$ cat src/rtl/transfer_center_tx.sv
// transfer_center_tx: serializes command, length and payload bytes into reset-aligned 8-bit MSB-first frames.
module transfer_center_tx #(
  parameter logic [7:0] IDLE_BYTE = 8'h00,
  parameter logic [7:0] CMD_BIN   = 8'd7,
  parameter logic [7:0] CMD_ASCII = 8'd8
) (
  input  logic       clk,
  input  logic       rst,
  input  logic       cmdValid,
  input  logic [7:0] cmdCode,
  input  logic [7:0] cmdLen,
  output logic       cmdReady,
  input  logic [7:0] dataByte,
  input  logic       dataValid,
  output logic       dataReady,
  output logic       dataOut,
  output logic       frameStart,
  output logic       busy,
  output logic       illegalCmd,
  output logic       underrun
);
  typedef enum logic [2:0] {IDLE, PEND, CMD, LEN, DATA} state_t;
  state_t     state_q, state_d;
  logic [2:0] bit_cnt_q, bit_cnt_d;
  logic [7:0] shift_q, shift_d, code_q, code_d, len_q, len_d, rem_q, rem_d;
  logic       ready_q, ready_d, ill_q, ill_d, und_q, und_d;
  logic       accept, legal, wrap, data_cmd, pull;
  logic [7:0] payload;
  always_comb begin
    accept    = cmdValid && cmdReady;
    legal     = cmdCode != 8'd0 && cmdCode <= 8'd8;
    wrap      = bit_cnt_q == 3'd7;
    data_cmd  = code_q == CMD_BIN || code_q == CMD_ASCII;
    pull      = wrap && (state_q == LEN || state_q == DATA) && rem_q != 8'd0;
    payload   = dataValid ? dataByte : 8'h00;
    bit_cnt_d = bit_cnt_q + 3'd1;
    ready_d   = 1'b1;
    state_d   = state_q;
    shift_d   = wrap ? IDLE_BYTE : {shift_q[6:0], 1'b0};
    code_d    = code_q;
    len_d     = len_q;
    rem_d     = rem_q;
    ill_d     = accept && !legal;
    und_d     = und_q || (pull && !dataValid);
    case (state_q)
      IDLE: if (accept && legal) begin
        code_d  = cmdCode;
        len_d   = cmdLen;
        state_d = wrap ? CMD : PEND;
        shift_d = wrap ? cmdCode : shift_d;
      end
      PEND: if (wrap) begin
        state_d = CMD;
        shift_d = code_q;
      end
      CMD: if (wrap) begin
        state_d = data_cmd ? LEN : IDLE;
        shift_d = data_cmd ? len_q : IDLE_BYTE;
        rem_d   = len_q;
      end
      LEN, DATA: if (wrap) begin
        state_d = pull ? DATA : IDLE;
        shift_d = pull ? payload : IDLE_BYTE;
        rem_d   = pull ? rem_q - 8'd1 : rem_q;
      end
      default: state_d = IDLE;
    endcase
  end
  always_ff @(posedge clk or posedge rst) begin
    if (rst) begin
      state_q   <= IDLE;
      bit_cnt_q <= 3'd0;
      shift_q   <= IDLE_BYTE;
      code_q    <= 8'd0;
      len_q     <= 8'd0;
      rem_q     <= 8'd0;
      ready_q   <= 1'b0;
      ill_q     <= 1'b0;
      und_q     <= 1'b0;
    end else begin
      state_q   <= state_d;
      bit_cnt_q <= bit_cnt_d;
      shift_q   <= shift_d;
      code_q    <= code_d;
      len_q     <= len_d;
      rem_q     <= rem_d;
      ready_q   <= ready_d;
      ill_q     <= ill_d;
      und_q     <= und_d;
    end
  end
  assign cmdReady   = ready_q && state_q == IDLE;
  assign dataReady  = pull;
  assign dataOut    = shift_q[7];
  assign frameStart = bit_cnt_q == 3'd0;
  assign busy       = state_q != IDLE;
  assign illegalCmd = ill_q;
  assign underrun   = und_q;
endmodule

$ cat config.mk
export PLATFORM = sky130hd
export DESIGN_NAME = transfer_center_tx
export DESIGN_NICKNAME = d
export VERILOG_FILES = /design/src/rtl/transfer_center_tx.sv
export SDC_FILE = /design/constraint.sdc
export NUM_CORES = 1
export LEC_CHECK = 0
export CAP_MARGIN = 25
export CORE_AREA = 2 2 90 100
export DETAILED_ROUTE_END_ITERATION = 10
export DIE_AREA = 0 0 92 102
export SYNTH_ARGS = -nofsm -noshare
export SYNTH_HDL_FRONTEND = slang
export SYNTH_SLANG_ARGS = --single-unit
$ cat constraint.sdc
create_clock -name clk -period 3.55 [get_ports clk]
set_input_delay 0.71 -clock clk [delete_from_list [all_inputs] [get_ports clk]]
set_output_delay 0.71 -clock clk [all_outputs]
set_load 0.02 [all_outputs]
==> run summary <==
Yosys reg bits = 41
number of cells on the worst hold path = 1
final max-slew violation count = 0
Root Driver = clkbuf_8
post-cts resize count = 0
Num CTS Buffers = 5
synthesized area = 2200 sq um
crit path capture type = output pin
Setup Viol. Count Final = 0
Die Y = 102 um
pre-CTS WS = 650 ps
largest net degree at the start of global routing = 26
unrepaired setup endpoints after global routing = no
layout cell share with drive strength beyond 1 = 0.157
Worst-Skew Late Latency = 290 ps
r2r setup slk = 1370 ps
Reg clk slew, reported paths = 80 ps
initial antenna violation count = 0
Post-Synthesis Cells = 207
final WL = 5400 um
Detail Route Antenna Nets = 0
diode count = 0
setup ws final = 310 ps
drt drc = 0
worst reg-to-reg path cell count = 6
starting density of the core = 0.265
DR vias = 1770
post-CTS setup buffer count = 0
NumNets Final = 273
via/cell ratio = 5.01
Async SR Flop Fraction = 1.00
Leak = 1.20 nW
final core occ = 0.330
worst slew pin tran = 838 ps
width of the die = 92 um
Non-Filler Instances = 353
first-pass GRT wire length = 9230 um
Worst EP arrival = 2530 ps
Seq/Total Area, Yosys = 0.466
Routability Congestion = 0.925
setup_tns = 0 ps
clk buf depth = 2
CTS H-tree lvls = 2
GRT Util Overall = 0.124
Worst IR Drop VDD = 0.187 mV
clock sinks = 41
average size of a mapped cell = 10.6 sq um
top_reg_cell synth = dfrtp_1
post-DP HPWL = 4080 um
CTS tree = yes
vias in the first global route = 1793
Final min period = 3240 ps
Iteration-0 DRC Markers = 93
Max Fanout on Critical Path = 13
Worst setup SP type = flip-flop
P per Cell Area = 392 nW/um^2
HP Class = reg2reg
CP Class = reg2out
PortBufs = 34
max_cap viols = 0
core box area = 8320 sq um
period utilization = 0.913
final hold violations = 0
YS warnings = 0
Post-synth EDFFs = 0
IO Pins = 35
average routed wire per standard cell = 15.3 um
hold_buf cts = 0
result of the run = complete, no violations
GRT Residual Overflow = 0
Netlist cell types = 58
total power draw = 1.08 mW
Area growth syn-to-layout = 24.7%
DP Cell Count = 345
Critical Path RT = 2840 ps
die area = 9380 sq um
max_slew headroom = 0.439
Max Fclk = 309 MHz
FP Rows = 35
syn_nets = 239
worst clock skew = 8.26 ps
DR pass1 iterations = 4
report_power, final:
group | total, mW | leakage, nW | switching, mW | internal, mW
logic | 0.232 | 0.603 | 0.113 | 0.119
registers | 0.545 | 0.554 | 0.0426 | 0.502
clock network | 0.300 | 0.0450 | 0.163 | 0.137
cell usage in the layout, fill, tap and decap left out, types with 2 or more instances in the layout:
cell	netlist	routed
o2bb2ai_1	5	5
nor4_1	2	2
nand2b_1	2	2
dfrtp_1	41	41
ha_1	4	4
or2_2	2	2
clkbuf_8	0	5
mux2_2	12	12
a221oi_1	6	6
clkinv_2	0	2
nand3_1	8	8
a31oi_1	4	4
a22oi_1	3	3
nand4_1	3	3
nor2b_1	8	8
and2_1	5	5
and3_1	3	3
clkdlybuf4s50_1	0	34
nor3_1	3	3
nor2_1	15	15
mux2i_1	2	2
o22ai_1	2	2
o211ai_1	2	2
nand2_1	6	6
o221ai_1	4	4
o21ai_0	3	3
a21oi_1	9	9
buf_4	0	4
a211oi_1	2	2
inv_1	10	10
or3_1	2	2
sequential cells by signal (all words and copies together) (netlist names):
name,cells
bit_cnt_q,3
code_q,8
illegalCmd,1
len_q,8
ready_q,1
rem_q,8
shift_q,8
state_q,3
underrun,1
metal layers:
layer	up-vias	part of all wire	GRT usage
met5	-	0	0
met4	0	0.019	0.0448
met3	7	0.032	0.0258
met2	36	0.50	0.204
met1	886	0.45	0.164
li1	841	-	-
kinds of logic after synthesis:
group                      after synthesis  synth area share
and+or+nand+nor                         72             0.198
AOI/OAI and AO/OA                       52             0.193
DFF                                     41             0.466
buffers and inverters                   21            0.0386
muxes                                   15            0.0756
adders and majority gates                4            0.0227
other                                    1           0.00170
xor gates and xnor gates                 1           0.00398
worst max-delay path, cell delays in order, from the launching register on:
cell and delay, ps:
dfrtp_1 520, or3b_1 570, a22oi_2 170, buf_4 190, nand2_1 110, inv_1 80
clkdlybuf4s50_1 600
worst paths after layout:
path | start | end
setup / recovery | state_q[0]$_DFFE_PP0P_ | dataReady
hold / removal | bit_cnt_q[0]$_DFF_PP0_ | bit_cnt_q[0]$_DFF_PP0_
setup reg to reg | rem_q[0]$_DFFE_PP0P_ | rem_q[1]$_DFFE_PP0P_
hold reg to reg | bit_cnt_q[0]$_DFF_PP0_ | bit_cnt_q[0]$_DFF_PP0_
max in group asynchronous | rst | rem_q[4]$_DFFE_PP0P_
min in group asynchronous | rst | len_q[0]$_DFFE_PP0P_
per-stage QoR:
stage          hold slack (ps)  cell area, sq um
6_report                   448              2750
5_1_grt                    479              2750
4_1_cts                    449              2750
3_5_place_dp               436              2660
3_3_place_gp               429              2660
2_1_floorplan              418              2200
cell usage after synthesis (2+ instances only):
cell,instances,area [sq um]
nor2b_1,8,50.1
nor2_1,15,56.3
mux2_2,12,135
ha_1,4,50.1
mux2i_1,2,20.0
o2bb2ai_1,5,43.8
a22oi_1,3,22.5
buf_1,2,7.51
nor3_1,3,15.0
nor4_1,2,12.5
o211ai_1,2,15.0
o221ai_1,4,35.0
dfrtp_1,41,1030
buf_2,5,25.0
nand3_1,8,40.0
a221oi_1,6,52.6
a21oi_1,9,45.0
or3_1,2,12.5
o22ai_1,2,12.5
a211oi_1,2,15.0
clkbuf_1,4,15.0
inv_1,10,37.5
a31oi_1,4,25.0
nand2b_1,2,12.5
o21ai_0,3,15.0
nand2_1,6,22.5
and3_1,3,18.8
and2_1,5,31.3
or2_2,2,12.5
nand4_1,3,18.8
final cells by class:
| type | instances | area (sq um) |
|---|---|---|
| fill | 873 | 5570 |
| clock buffer | 6 | 72.6 |
| sequential | 41 | 1030 |
| tap | 111 | 139 |
| clock inverter | 2 | 10.0 |
| multi-input combinational | 145 | 1090 |
| inverter | 10 | 37.5 |
| timing repair buffer | 38 | 370 |
(Power assumes the default switching activity.)
